### config.mk
export PLATFORM = sky130hd
export DESIGN_NAME = simmem_waddr_arbiter_flat
export DESIGN_NICKNAME = d
export VERILOG_FILES = /design/src/rtl/simmem_pkg.sv /design/src/rtl/simmem_waddr_arbiter_if.sv /design/src/rtl/simmem_rr_arbiter.sv /design/src/rtl/simmem_waddr_arbiter.sv /design/src/flat_wrapper.sv
export SDC_FILE = /design/constraint.sdc
export NUM_CORES = 1
export LEC_CHECK = 0
export BUFFER_PORTS_ARGS = -buffer_cell sky130_fd_sc_hd__buf_4
export CAP_MARGIN = 20
export CORE_ASPECT_RATIO = 0.5
export CORE_MARGIN = 10
export CORE_UTILIZATION = 41
export DETAILED_ROUTE_END_ITERATION = 6
export HOLD_SLACK_MARGIN = 0.03
export PLACE_DENSITY = 0.83
export SETUP_SLACK_MARGIN = 0.3
export SYNTH_ARGS = -nofsm -noshare
export SYNTH_HDL_FRONTEND = slang
export SYNTH_SLANG_ARGS = --single-unit
### constraint.sdc
create_clock -name clk_i -period 3 [get_ports clk_i]
set_input_delay 0.15 -clock clk_i [delete_from_list [all_inputs] [get_ports clk_i]]
set_output_delay 0.15 -clock clk_i [all_outputs]
set_load 0.01 [all_outputs]
### src/rtl/simmem_pkg.sv
// simmem_pkg: shared write-address/response payload types for the simulated memory.
package simmem_pkg;
  localparam int NumWriteRequesters = 4;
  localparam int IDWidth = 6;
  localparam int AddrWidth = 32;
  typedef struct packed {
    logic [IDWidth-1:0]   id;
    logic [AddrWidth-1:0] addr;
    logic [7:0]           len;
  } waddr_req_t;
  typedef struct packed {
    logic [IDWidth-1:0] id;
    logic [1:0]         resp;
  } wresp_t;
endpackage

### src/rtl/simmem_waddr_arbiter_if.sv
// simmem_waddr_arbiter_if: requester, write-address and write-response channels of the arbiter.
interface simmem_waddr_arbiter_if import simmem_pkg::*; #(parameter int NumReq = NumWriteRequesters) ();
  logic [NumReq-1:0] req_valid_i;
  logic [NumReq-1:0] req_ready_o;
  waddr_req_t        req_data_i [NumReq];
  logic              waddr_valid_o;
  logic              waddr_ready_i;
  waddr_req_t        waddr_data_o;
  logic              wresp_valid_i;
  logic              wresp_ready_o;
  wresp_t            wresp_data_i;
  logic [NumReq-1:0] rsp_valid_o;
  logic [NumReq-1:0] rsp_ready_i;
  wresp_t            rsp_data_o;
  logic              err_o;
  modport slave (
    input  req_valid_i, req_data_i, waddr_ready_i, wresp_valid_i, wresp_data_i, rsp_ready_i,
    output req_ready_o, waddr_valid_o, waddr_data_o, wresp_ready_o, rsp_valid_o, rsp_data_o, err_o
  );
  modport master (
    output req_valid_i, req_data_i, waddr_ready_i, wresp_valid_i, wresp_data_i, rsp_ready_i,
    input  req_ready_o, waddr_valid_o, waddr_data_o, wresp_ready_o, rsp_valid_o, rsp_data_o, err_o
  );
endinterface

### src/rtl/simmem_rr_arbiter.sv
// simmem_rr_arbiter: first set request bit at or after ptr_i, wrapping modulo NumReq.
module simmem_rr_arbiter #(
  parameter int NumReq = 4
) (
  input  logic [NumReq-1:0]         req_i,
  input  logic [$clog2(NumReq)-1:0] ptr_i,
  output logic [$clog2(NumReq)-1:0] gnt_o,
  output logic                      valid_o
);
  localparam int LW = $clog2(NumReq);
  // Scan farthest offset first so the nearest one after the pointer wins.
  always_comb begin
    gnt_o = ptr_i;
    valid_o = 1'b0;
    for (int i = NumReq - 1; i >= 0; i--) begin
      if (req_i[ptr_i + LW'(i)]) begin
        gnt_o = ptr_i + LW'(i);
        valid_o = 1'b1;
      end
    end
  end
endmodule

### src/rtl/simmem_waddr_arbiter.sv
// simmem_waddr_arbiter: round-robin write-address arbiter with per-requester outstanding
// limits and ID-based write-response routing.
module simmem_waddr_arbiter import simmem_pkg::*; #(
  parameter int NumReq = 4,
  parameter int MaxOutstanding = 8
) (
  input logic                   clk_i,
  input logic                   rst_i,
  simmem_waddr_arbiter_if.slave bus
);
  localparam int LW = $clog2(NumReq);
  localparam int CW = $clog2(MaxOutstanding + 1);
  logic [CW-1:0]     cnt_q [NumReq];
  logic [CW-1:0]     cnt_d [NumReq];
  logic [LW-1:0]     rr_ptr_q, rr_ptr_d, lock_gnt_q, lock_gnt_d, arb_idx, gnt, rsp_idx;
  logic              lock_q, lock_d, err_q, err_d, arb_v, gnt_v, aw_hs, b_hs;
  logic [NumReq-1:0] elig;
  always_comb begin
    for (int k = 0; k < NumReq; k++) elig[k] = bus.req_valid_i[k] && (cnt_q[k] < CW'(MaxOutstanding));
  end
  simmem_rr_arbiter #(.NumReq(NumReq)) u_rr (
    .req_i(elig), .ptr_i(rr_ptr_q), .gnt_o(arb_idx), .valid_o(arb_v)
  );
  // A stalled grant is frozen until its handshake, ignoring eligibility changes.
  always_comb begin
    gnt = lock_q ? lock_gnt_q : arb_idx;
    gnt_v = lock_q | arb_v;
    aw_hs = gnt_v & bus.waddr_ready_i;
    rsp_idx = bus.wresp_data_i.id[IDWidth-1 -: LW];
    b_hs = bus.wresp_valid_i & bus.rsp_ready_i[rsp_idx];
    bus.waddr_valid_o = gnt_v;
    bus.waddr_data_o = bus.req_data_i[gnt];
    bus.req_ready_o = NumReq'(aw_hs) << gnt;
    bus.rsp_valid_o = NumReq'(bus.wresp_valid_i) << rsp_idx;
    bus.wresp_ready_o = bus.rsp_ready_i[rsp_idx];
    bus.rsp_data_o = bus.wresp_data_i;
    bus.err_o = err_q;
    lock_d = gnt_v & ~bus.waddr_ready_i;
    lock_gnt_d = gnt;
    rr_ptr_d = aw_hs ? gnt + LW'(1) : rr_ptr_q;
    err_d = err_q | (b_hs && cnt_q[rsp_idx] == '0);
    for (int k = 0; k < NumReq; k++)
      cnt_d[k] = cnt_q[k] + CW'(aw_hs && gnt == LW'(k)) - CW'(b_hs && rsp_idx == LW'(k) && cnt_q[k] != '0);
  end
  always_ff @(posedge clk_i) begin
    if (rst_i) begin
      for (int k = 0; k < NumReq; k++) cnt_q[k] <= '0;
      rr_ptr_q <= '0;
      lock_gnt_q <= '0;
      lock_q <= 1'b0;
      err_q <= 1'b0;
    end else begin
      for (int k = 0; k < NumReq; k++) cnt_q[k] <= cnt_d[k];
      rr_ptr_q <= rr_ptr_d;
      lock_gnt_q <= lock_gnt_d;
      lock_q <= lock_d;
      err_q <= err_d;
    end
  end
endmodule

### src/flat_wrapper.sv
// flat-port wrapper written by rule: the top's interface ports become plain ports
module simmem_waddr_arbiter_flat import simmem_pkg::*;
#(
  parameter int NumReq = 4,
  parameter int MaxOutstanding = 8
)
  (clk_i, rst_i, bus_req_valid_i, bus_req_data_i, bus_waddr_ready_i, bus_wresp_valid_i, bus_wresp_data_i, bus_rsp_ready_i, bus_req_ready_o, bus_waddr_valid_o, bus_waddr_data_o, bus_wresp_ready_o, bus_rsp_valid_o, bus_rsp_data_o, bus_err_o);
  simmem_waddr_arbiter_if #(.NumReq(NumReq)) bus_i ();
  input logic clk_i;
  input logic rst_i;
  input wire logic [$bits(bus_i.req_valid_i)-1:0] bus_req_valid_i;
  input wire logic [$bits(bus_i.req_data_i)-1:0] bus_req_data_i;
  input wire logic [$bits(bus_i.waddr_ready_i)-1:0] bus_waddr_ready_i;
  input wire logic [$bits(bus_i.wresp_valid_i)-1:0] bus_wresp_valid_i;
  input wire logic [$bits(bus_i.wresp_data_i)-1:0] bus_wresp_data_i;
  input wire logic [$bits(bus_i.rsp_ready_i)-1:0] bus_rsp_ready_i;
  output wire logic [$bits(bus_i.req_ready_o)-1:0] bus_req_ready_o;
  output wire logic [$bits(bus_i.waddr_valid_o)-1:0] bus_waddr_valid_o;
  output wire logic [$bits(bus_i.waddr_data_o)-1:0] bus_waddr_data_o;
  output wire logic [$bits(bus_i.wresp_ready_o)-1:0] bus_wresp_ready_o;
  output wire logic [$bits(bus_i.rsp_valid_o)-1:0] bus_rsp_valid_o;
  output wire logic [$bits(bus_i.rsp_data_o)-1:0] bus_rsp_data_o;
  output wire logic [$bits(bus_i.err_o)-1:0] bus_err_o;
  assign bus_i.req_valid_i = bus_req_valid_i;
  assign bus_i.req_data_i = {>>{bus_req_data_i}};
  assign bus_i.waddr_ready_i = bus_waddr_ready_i;
  assign bus_i.wresp_valid_i = bus_wresp_valid_i;
  assign bus_i.wresp_data_i = bus_wresp_data_i;
  assign bus_i.rsp_ready_i = bus_rsp_ready_i;
  assign bus_req_ready_o = bus_i.req_ready_o;
  assign bus_waddr_valid_o = bus_i.waddr_valid_o;
  assign bus_waddr_data_o = bus_i.waddr_data_o;
  assign bus_wresp_ready_o = bus_i.wresp_ready_o;
  assign bus_rsp_valid_o = bus_i.rsp_valid_o;
  assign bus_rsp_data_o = bus_i.rsp_data_o;
  assign bus_err_o = bus_i.err_o;
  simmem_waddr_arbiter #(.NumReq(NumReq), .MaxOutstanding(MaxOutstanding)) u_core (.clk_i(clk_i), .rst_i(rst_i), .bus(bus_i));
endmodule
=== Word level (Yosys, flattened, before mapping) ===
Memories as Yosys holds them, arrays and structs flattened.
Index checks and enable logic that the tools add are counted.

* Logic and storage cells: 99
* Output and inout bits: 65
* ROM bits: 0
* RAM bits: 16
* Bits in latches: 0
* Flip-flop bits (word level): 6
* Memories kept: 1

* Multiply operators: 0
* Add/sub/neg operators: 12
* Reductions and logical operators: 24
* Divide/modulo/power cells: 0
* Mux-type cells: 29
* $lt $le $gt $ge: 10
* Bitwise gates (word level): 11
* Shift operators: 2
* Equal/unequal tests: 6

{| class="wikitable"
|+ Memory list
! name !! depth !! width !! rd ports !! clocked after Yosys merged registers in !! write ports !! RTL line !! RTL
|-
| u_core.cnt_q || 4 || 4 || 5 || 0 || 4 || simmem_waddr_arbiter.sv:13 || <nowiki>logic [CW-1:0] cnt_q [NumReq];</nowiki>
|}

{| class="wikitable"
|+ Operator list
! cell !! count
|-
| $bmux 46 s2 || 1
|-
| $mux 46 || 2
|-
| $logic_and 1x1->1 || 17
|-
| $add 4x1->4 || 4
|-
| $lt 4x4->1 const B || 4
|-
| $mux 4 || 4
|-
| $reduce_bool 4->1 || 4
|-
| $sub 4x1->4 || 4
|-
| $lt 2x3->1 const B || 5
|-
| $mux 1 || 12
|-
| $bmux 1 s2 || 5
|-
| $mux 2 || 5
|-
| $eq 2x2->1 const B || 4
|-
| $shl 1x2->4 || 2
|-
| $or 1x1->1 || 6
|-
| $add 2x1->2 const B || 2
|-
| $add 2x2->2 const B || 2
|-
| $eq 2x1->1 const B || 2
|-
| $logic_not 2->1 || 2
|-
| $logic_not 4->1 || 1
|-
| $and 1x1->1 || 3
|-
| $ge 3x3->1 const B || 1
|-
| $not 2->3 || 1
|-
| $not 1->1 || 1
|}

=== Longest topological paths before layout ===
Gate-level depths: netlist of the first run.

* Depth in word-level cells: 14
* Mapped depth: 12
* Mapped depth without buffers: 12

=== Cells and area by module ===
From an unflattened synthesis of the first run, not the netlist that was laid out.

* Cell total of the unflattened synthesis: 495
* Area, all modules: 3,009.1 um^2

{| class="wikitable"
|+ By module, submodules not included
! module !! times used !! area each (um^2) !! cells each
|-
| simmem_waddr_arbiter || 1 || 2,909.0 || 479
|-
| simmem_rr_arbiter || 1 || 100.1 || 16
|}

=== Least setup slack after synthesis of the first run ===
Ideal clock, no wire load.

* Path type: reg2reg
* Start: reg u_core.rr_ptr_q[0]
* End: mem u_core.cnt_q[1][2] (netlist bit)
* Period minus slack after synthesis: 2.502 ns
* Slack: 0.498 ns
* Required time: 2.872 ns
* Data arrival time: 2.375 ns
* Path buffers: 2
* Setup time: 0.128 ns
* Cell stages (with the launch flop): 12
* Cell sequence: dfxtp_1 -> or3b_1 -> a211oi_2 -> a311oi_4 -> buf_6 -> buf_6 -> nor3b_1 -> ha_1 -> inv_1 -> fa_1 -> xor2_1 -> nor2_1

{| class="wikitable"
|+ RTL lines
! what !! RTL line !! RTL
|-
| from (decl) || simmem_waddr_arbiter.sv:15 || <nowiki>logic [LW-1:0] rr_ptr_q, rr_ptr_d, lock_gnt_q, lock_gnt_d, arb_idx, gnt, rsp_idx;</nowiki>
|-
| from (signal assigned) || simmem_waddr_arbiter.sv:54 || <nowiki>rr_ptr_q <= rr_ptr_d;</nowiki>
|-
| to (decl) || simmem_waddr_arbiter.sv:13 ||
|}

==> results of run 1 <==
==> metal layers <==
metal	wire length [um]	global-route usage
met1	5630	0.219
met2	7900	0.406
met3	745	0.0328
met4	239	0.0412
met5	0	0
==> power by group <==
group / leakage (nW) / switching (mW) / internal [mW]
Clock: 0.0442 / 0.111 / 0.204
Combinational: 2.29 / 1.65 / 1.61
Sequential: 0.180 / 0.0706 / 0.370
==> cells in the final DEF (no fill, tap or decap), types with 3 or more instances in the layout <==
master	instances
buf_12	3
dfxtp_1	22
a21oi_1	52
xnor2_1	6
nor2_1	16
mux2i_1	46
clkbuf_16	4
nor3_1	4
nor4_1	4
nand2b_1	3
nor2b_1	55
buf_4	259
and2b_1	4
a211oi_2	47
nand2_1	6
fa_1	4
a21o_1	4
inv_1	28
ha_1	20
nor3b_1	5
==> cell type report <==
type / count / area, sq um
Clock buffer: 4 / 88.8
Fill cell: 659 / 2670
Inverter: 28 / 105
Multi-Input combinational cell: 306 / 2600
Sequential cell: 22 / 440
Tap cell: 112 / 140
Timing Repair Buffer: 265 / 2070
==> logic make-up after synthesis <==
logic type | share of synthesized area
compound gates | 0.291
simple gates | 0.190
buf+inv | 0.127
mux | 0.149
fa+ha+maj | 0.0954
flops | 0.127
xor+xnor | 0.0202
==> metrics by stage <==
stage	instance area, sq um	total power [mW]
6_report	5450	4.02
5_1_grt	5450	4.32
3_5_place_dp	5270	3.58
4_1_cts	5390	3.96
3_3_place_gp	5270	3.52
2_1_floorplan	3460	2.58
==> sequential cells by signal (all words and copies together) (netlist names) <==
signal / flops
u_core.lock_gnt_q: 2
u_core.lock_q: 1
u_core.cnt_q: 16
u_core.bus.err_o: 1
u_core.rr_ptr_q: 2
==> final timing paths <==
check,slack (ns),startpoint,cells past startpoint,end
max reg2reg,0.38,u_core.rr_ptr_q[0],11,u_core.cnt_q[1][2]
max,0.38,u_core.rr_ptr_q[0],11,u_core.cnt_q[1][2]
min,0.09,bus_waddr_ready_i,2,u_core.lock_q
min reg2reg,0.49,u_core.bus.err_o,2,u_core.bus.err_o
==> worst max-delay path, cell delays in order, from the launching register on <==
cell	delay [ns]
dfxtp_1	0.35
or3b_1	0.43
a211oi_2	0.31
a311oi_4	0.07
buf_12	0.16
buf_4	0.13
nor3b_2	0.17
ha_1	0.19
inv_1	0.06
fa_1	0.39
xor2_1	0.17
nor2_1	0.05
==> repair_timing <==
| action | in CTS | in global routing |
|---|---|---|
| buffers inserted | 0 | 3 |
| gates cloned | 1 | 1 |
| gates resized for setup | 0 | 2 |
| setup endpoints to repair | 2 | 24 |
| pin swaps | 0 | 1 |
==> metrics.csv, run 1 <==
metric;value;unit
status;completed;
max cap viols;0;
initial antenna violation count;0;
Yosys warning count;0;
Core Util, Final;0.671;
Ports;269;
Tightest Pin Transition;0.592;ns
leak pwr;2.51;nW
CP endpoint kind;flip-flop;
Post-synth EDFFs;0;
NumNets Final;854;
iteration-0 DRC count of the detailed router;181;
Hold WS;0.0884;ns
area of the die;12700;sq um
critical path arrival;2.76;ns
post-synthesis sequential area ratio;0.127;
Syn Nets;622;
top post-synthesis cells by area;a211oi_2, mux2i_1, dfxtp_1, nor2b_1, a21oi_1;
clock root cell;clkbuf_16;
DP Wirelength;11.9;mm
Final Hold Vio Count;0;
Final period util;0.874;
cts hold-fix bufs;0;
Yosys top cell by area;a211oi_2;
critical path data required time;3.14;ns
synthesis-stage register bit count;22;
num rows;23;
Max-slew headroom;0.603;
via count;3754;
drt pass-1 iters;4;
Mapped Area;3460;sq um
number of global-route vias before repair;3795;
RD Place Congestion;0.872;
core region area;8120;sq um
CP Launch Type;flip-flop;
top-count cell post-synth;nor2b_1;
power per cell area;738;nW/um^2
Worst Hold Class;in2reg;
final worst slack;0.379;ns
Ant. Diodes;0;
routed vias/inst;5.09;
clk buf depth;2;
number of port buffers;256;
worst skew pair latency;0.26;ns
global-route wire length before repair;21.3;mm
total number of H-tree levels;1;
Setup-failing EPs final;0;
clock sinks;22;
Final Slew Violations;0;
post-placement cell count;728;
Post-synth top cells;nor2b_1, a21oi_1, a211oi_2, mux2i_1, inv_1;
clock transition at the registers of the reported paths;0.06;ns
Yosys top cell area share;0.170;
Worst Path Class, Setup;reg2reg;
Period minus WS final;2.62;ns
synthesized instance count;394;
largest net degree at the start of global routing;101;
unrepaired setup endpoints after global routing;yes;
Max Clock Freq;381;MHz
Max VDD drop;0.530;mV
Initial Util;0.427;
die height;85.0;um
TritonCTS Buffers;3;
DRT Wirelength;14.5;mm
Post-synth top flop;dfxtp_1;
CTS tree;built;
syn_area_per_cell;8.79;sq um
Area growth, synth to finish;57.3;%
pre-CTS setup slack;0.478;ns
WL/cell;19.7;um
async set-reset flop share out of synthesis;0;
DRC viols;0;
Overflow after GRT;0;
Finished Layout Cells;737;
TNS Setup;0;ns
GR Util All Layers;0.203;
Detail Route Antenna Nets;0;
Yosys cell types;46;
clk_skew;0.00599;ns
Critical Path Fanout Max;6;
Die X;150;um
fraction of layout cells with a size suffix above 1;0.525;
Note: power is estimated with default switching activity, not from simulation.
==> run 2: changes to the inputs <==
--- a/config.mk
+++ b/config.mk
@@ -6,8 +6,8 @@
 export NUM_CORES = 1
 export LEC_CHECK = 0
 export BUFFER_PORTS_ARGS = -buffer_cell sky130_fd_sc_hd__buf_4
-export CAP_MARGIN = 20
-export CORE_ASPECT_RATIO = 0.5
+export CAP_MARGIN = 10
+export CORE_ASPECT_RATIO = 0.8
 export CORE_MARGIN = 10
 export CORE_UTILIZATION = 41
 export DETAILED_ROUTE_END_ITERATION = 6
==> run 2 against run 1 <==
Combinational power barely moved. Core utilization fell by 0.066 points. Final cell count did not move. Sequential power barely moved. Die area fell by 1.6%. Flip-flop and latch count did not move. Hold slack got worse by 0.012 ns. Largest power group unchanged. Highest routed layer unchanged.
==> metrics.csv, run 2 (synthesis results as in run 1) <==
metric;value;unit;change
Worst Hold Class;in2reg;;
clock sinks;22;;unchanged
power per cell area;734;nW/um^2;-0.46%
area occupied by multi-input gates;2590;sq um;-0.19%
clk buf depth;2;;unchanged
largest net degree at the start of global routing;72;;-29%
Max VDD drop;0.401;mV;-24%
Tightest Pin Transition;0.566;ns;-0.0255 ns
Fillers;673;;+2.1%
core region area;8090;sq um;-0.29%
number of port buffers;256;;unchanged
pre-CTS setup slack;0.435;ns;-0.0426 ns
Final Hold Vio Count;0;;unchanged
status;completed;;
drt pass-1 iters;6;;+2
Period minus WS final;2.64;ns;+0.0195 ns
NumNets Final;858;;+0.47%
Max-slew headroom;0.620;;+0.0171
Register Area;440;sq um;unchanged
CP Launch Type;flip-flop;;
fraction of layout cells with a size suffix above 1;0.526;;+0.00143
max reg flops;16;;unchanged
Ports;269;;unchanged
total number of H-tree levels;1;;unchanged
Max Clock Freq;379;MHz;-0.74%
DRC viols;0;;unchanged
leak pwr;2.51;nW;about the same
routed vias/inst;5.24;;+2.8%
global-route wire length before repair;20.1;mm;-5.4%
clock transition at the registers of the reported paths;0.08;ns;+0.02 ns
initial antenna violation count;0;;unchanged
DP Wirelength;12.2;mm;+2.8%
Ant. Diodes;0;;unchanged
CP endpoint kind;output port;;
max cap viols;0;;unchanged
Area growth, synth to finish;56.7;%;
iteration-0 DRC count of the detailed router;146;;-19%
DP Area;5280;sq um;+0.19%
TritonCTS Buffers;3;;unchanged
unrepaired setup endpoints after global routing;yes;;
number of global-route vias before repair;3882;;+2.3%
Overflow after GRT;0;;unchanged
via count;3860;;+2.8%
RD Place Congestion;0.896;;+2.7%
TNS Setup;0;ns;unchanged
DRT Wirelength;14.5;mm;+0.19%
critical path arrival;2.49;ns;-0.27 ns
die height;102;um;+20%
Critical Path Fanout Max;28;;+22
largest register by flop count;u_core.cnt_q;;
Power Total;3.98;mW;-0.85%
Worst Path Class, Setup;reg2out;;
clock root cell;clkbuf_8;;
Die X;123;um;-18%
critical path data required time;2.85;ns;-0.29 ns
final worst slack;0.359;ns;-0.0195 ns
most frequent cells in the layout;buf_4, nor2b_1, a21oi_1, a211oi_2, mux2i_1;;
top flop regs;u_core.cnt_q: 16 flops, u_core.lock_gnt_q: 2 flops, u_core.rr_ptr_q: 2 flops;;
worst skew pair latency;0.26;ns;about the same
Detail Route Antenna Nets;0;;unchanged
leading cell type in the layout, fill and taps excluded;buf_4;;
Initial Util;0.428;;+0.00125
clk_skew;0.00213;ns;-0.00386 ns
Final Cell Area;5430;sq um;-0.39%
num rows;29;;+26%
Hold WS;0.0769;ns;-0.0115 ns
GR Util All Layers;0.198;;-0.00566
Setup-failing EPs final;0;;unchanged
Final Slew Violations;0;;unchanged
area of the die;12500;sq um;-1.6%
Final period util;0.880;;+0.00651
WL/cell;19.7;um;+0.19%
CTS tree;built;;
==> run 2: path summary, 6_finish.rpt <==
kind / start / endpoint / slack (ns) / cells past startpoint
hold / removal: bus_waddr_ready_i / u_core.lock_q / 0.08 / 2
setup reg to reg: u_core.cnt_q[2][3] / u_core.cnt_q[2][1] / 0.51 / 9
setup / recovery: u_core.cnt_q[2][3] / bus_waddr_data_o[27] / 0.36 / 9
hold reg to reg: u_core.bus.err_o / u_core.bus.err_o / 0.53 / 2
==> run 2: where the power goes <==
part           total, mW  internal (mW)  switching, mW
clock network      0.278          0.178          0.100
registers          0.440          0.370         0.0698
logic               3.27           1.60           1.67
==> run 2: through the flow <==
| step | cells | utilization |
|---|---|---|
| final | 737 | 0.670 |
| after global routing | 737 | 0.670 |
| after CTS | 730 | 0.661 |
| after detailed placement | 726 | 0.652 |
| after global placement | 726 | 0.652 |
| after floorplan | 394 | - |
==> run 2: layer usage <==
metal  share of wire  up-vias  global-route usage  routed length [um]
li1                -     1877                   -                   -
met1            0.37     1815               0.210                5360
met2            0.53      150               0.373                7750
met3           0.081       18              0.0628                1170
met4           0.017        0              0.0434                 249
met5               0        -                   0                   0
==> run 2: layout make-up <==
type	instances	share of cell area
multi-input combinational	306	0.478
sequential	22	0.0812
clock buffer	3	0.00761
clock inverter	1	0.00554
inverter	28	0.0194
tap	108	0.0249
timing repair buffer	269	0.383
==> run 2: worst max-delay path: stages (launching register included) <==
cell,delay (ns)
dfxtp_1,0.35
nor2b_1,0.27
nand2_1,0.16
a311oi_4,0.32
buf_4,0.20
buf_4,0.12
buf_6,0.31
mux2i_1,0.23
a21oi_1,0.09
buf_4,0.17
==> run 2: repair_timing <==
| action | in CTS | in global routing |
|---|---|---|
| hold endpoints to repair | 0 | 0 |
| gates cloned | 0 | 2 |
| setup buffers | 0 | 5 |
| hold buffers | 0 | 0 |
| pin swaps | 0 | 2 |
| resized for setup | 0 | 4 |
| setup endpoints to repair | 3 | 33 |
==> run 3: changes to the inputs <==
--- a/config.mk
+++ b/config.mk
@@ -5,6 +5,7 @@
 export SDC_FILE = /design/constraint.sdc
 export NUM_CORES = 1
 export LEC_CHECK = 0
+export ABC_AREA = 1
 export BUFFER_PORTS_ARGS = -buffer_cell sky130_fd_sc_hd__buf_4
 export CAP_MARGIN = 10
 export CORE_ASPECT_RATIO = 0.8
==> run 3 against run 2 <==
Worst setup slack better by 0.096 ns. Global-route usage is 3.6 points higher. Final cell count is 32% higher. Register-to-register slack worse by 0.05 ns. Critical path type is now reg2reg. Largest power group unchanged.
==> metrics.csv, run 3 <==
metric;value;unit;change
TNS Setup;0;ns;unchanged
Period minus WS final;2.54;ns;-0.0963 ns
Worst Hold Class;in2reg;;
Area growth, synth to finish;60.3;%;
Post-synth top cells;nand2_1, inv_1, a21oi_1, o21ai_1, nor2_1;;
CP Launch Type;flip-flop;;
post-synthesis sequential area ratio;0.131;;+0.00389
post-synthesis xor/xnor area fraction;0.0130;;-0.00720
syn_area_per_cell;5.24;sq um;-40%
most frequent cells in the layout;nand2_1, buf_4, inv_1, a21oi_1, o21ai_1;;
Final period util;0.848;;-0.0321
async set-reset flop share out of synthesis;0;;unchanged
Post-synth EDFFs;0;;unchanged
GR Util All Layers;0.233;;+0.0358
Yosys warning count;0;;unchanged
synthesized instance count;641;;+63%
Overflow after GRT;0;;unchanged
leading cell type in the layout, fill and taps excluded;nand2_1;;
cts hold-fix bufs;0;;unchanged
NumNets Final;1097;;+28%
Ant. Diodes;0;;unchanged
Synth Area in Compound Gates;0.189;;-0.102
main combinational cell family by area after synthesis;simple AND/OR/NAND/NOR gates;;
Setup-failing EPs final;0;;unchanged
critical path data required time;3.15;ns;+0.30 ns
fraction of layout cells with a size suffix above 1;0.321;;-0.206
DRC viols;0;;unchanged
largest register by flop count;u_core.cnt_q;;
global-route wire length before repair;23.6;mm;+17%
DP Wirelength;12.8;mm;+5.4%
Mapped Area;3360;sq um;-3.0%
pre-CTS setup slack;0.326;ns;-0.109 ns
Yosys cell types;31;;-33%
synthesis-stage register bit count;22;;unchanged
Max Clock Freq;393;MHz;+3.8%
die height;101;um;-1.2%
power per cell area;1170;nW/um^2;+59%
final worst slack;0.455;ns;+0.0963 ns
total number of H-tree levels;1;;unchanged
CTS tree;built;;
clk_skew;0.00302;ns;+0.000886 ns
Post-synth top flop;dfxtp_1;;
max reg flops;16;;unchanged
top flop regs;u_core.cnt_q: 16 flops, u_core.lock_gnt_q: 2 flops, u_core.rr_ptr_q: 2 flops;;
Initial Util;0.423;;-0.00510
Final Hold Vio Count;0;;unchanged
Syn Nets;869;;+40%
WL/cell;16.6;um;-16%
clk buf depth;2;;unchanged
Final Slew Violations;0;;unchanged
largest net degree at the start of global routing;91;;+26%
status;completed;;
leak pwr;3.19;nW;+27%
Critical Path Fanout Max;10;;-64%
Yosys top cell area share;0.299;;+0.130
clock root cell;clkbuf_8;;
drt pass-1 iters;7;;+1
core region area;7950;sq um;-1.8%
critical path arrival;2.69;ns;+0.20 ns
top post-synthesis cells by area;nand2_1, dfxtp_1, inv_1, a21oi_1, ha_1;;
max cap viols;0;;unchanged
CP endpoint kind;flip-flop;;
via count;4790;;+24%
Detail Route Antenna Nets;0;;unchanged
RD Place Congestion;0.934;;+4.2%
Yosys top cell by area;nand2_1;;
num rows;29;;unchanged
clock sinks;22;;unchanged
unrepaired setup endpoints after global routing;yes;;
area of the die;12200;sq um;-2.4%
Simple-Gate Fraction of Synth Area;0.373;;+0.183
Max-slew headroom;0.745;;+0.125
Tightest Pin Transition;0.383;ns;-0.183 ns
worst skew pair latency;0.26;ns;about the same
top-count cell post-synth;nand2_1;;
Max VDD drop;0.826;mV;+110%
TritonCTS Buffers;3;;unchanged
iteration-0 DRC count of the detailed router;408;;+180%
routed vias/inst;4.91;;-6.2%
Die X;121;um;-1.2%
Ports;269;;unchanged
Worst Path Class, Setup;reg2reg;;
DRT Wirelength;16.1;mm;+11%
initial antenna violation count;0;;unchanged
multiplexer area fraction after synthesis;0;;-0.149
clock transition at the registers of the reported paths;0.08;ns;about the same
post-synthesis adder-cell area fraction;0.0983;;+0.00291
number of port buffers;256;;unchanged
number of global-route vias before repair;4636;;+19%
## run 3: cell count changes after synthesis, sizes merged, moves of 43 or more
cell / previous run / this run
inv: 28 / 104
nand2: 6 / 270
nor2b: 55 / 0
mux2i: 46 / 0
a211oi: 47 / 4
o21ai: 3 / 53
## run 3: worst paths after layout
path | start | end | slack [ns] | cells past startpoint
setup / recovery | u_core.rr_ptr_q[0] | u_core.cnt_q[1][2] | 0.46 | 19
hold / removal | bus_waddr_ready_i | u_core.lock_q | 0.07 | 2
setup reg to reg | u_core.rr_ptr_q[0] | u_core.cnt_q[1][2] | 0.46 | 19
hold reg to reg | u_core.bus.err_o | u_core.bus.err_o | 0.52 | 2
## run 3: per-stage QoR
stage	hold WS (ns)	total power, mW	std cells	cell area [sq um]	util
after floorplan	0.229	3.75	641	3360	-
after global placement	0.300	5.47	966	5190	0.654
after detailed placement	0.300	5.61	966	5190	0.654
after CTS	0.0633	5.98	970	5280	0.665
after global routing	0.0512	6.94	975	5390	0.678
final	0.0680	6.28	975	5390	0.678
## run 3: area by class of cell
| cell class | count | area [sq um] |
|---|---|---|
| multi-input cells | 473 | 2270 |
| flip-flops and latches | 22 | 445 |
| fillers | 714 | 2560 |
| well taps | 108 | 135 |
| repair buffers | 265 | 2100 |
| inverters | 104 | 393 |
| clock buffers | 3 | 41.3 |
## run 3: timing repair
action,CTS,global route
cloned,1,2
setup buffers,0,3
pin swaps,0,1
resized for setup,4,10
setup endpoints to repair,46,53
## run 3: critical path, cell delays in order (launching register included)
cell and delay (ns):
dfxtp_4 0.43, inv_4 0.06, nand3_1 0.09, nand2_2 0.07
nand2_1 0.08, nand2_1 0.06, inv_2 0.05, nand2_1 0.04
nand2_1 0.06, nand2_1 0.06, nand2_1 0.07, nand3_2 0.10
nand2_4 0.15, nand3_1 0.14, inv_1 0.10, ha_1 0.16
inv_1 0.06, fa_1 0.38, o21ai_0 0.19, a21oi_1 0.06
## run 3: where the power goes
group	internal, mW	switching [mW]
registers	0.389	0.0684
logic	2.41	3.23
clock network	0.0895	0.0899
total	2.89	3.39
## run 3: kinds of logic after synthesis
family                   Yosys count
AND/OR/NAND/NOR                  323
buffers and inverters            146
AO/OA/AOI/OAI                    121
adder cells (fa/ha/maj)           24
flip-flops                        22
XOR/XNOR                           5
## run 3: layer usage
layer  GRT usage  routed length, um  up-vias
met2       0.423               8230      216
met5           0                  0        -
li1            -                  -     2421
met3      0.0756               1600       34
met1       0.258               5860     2119
met4      0.0576                463        0
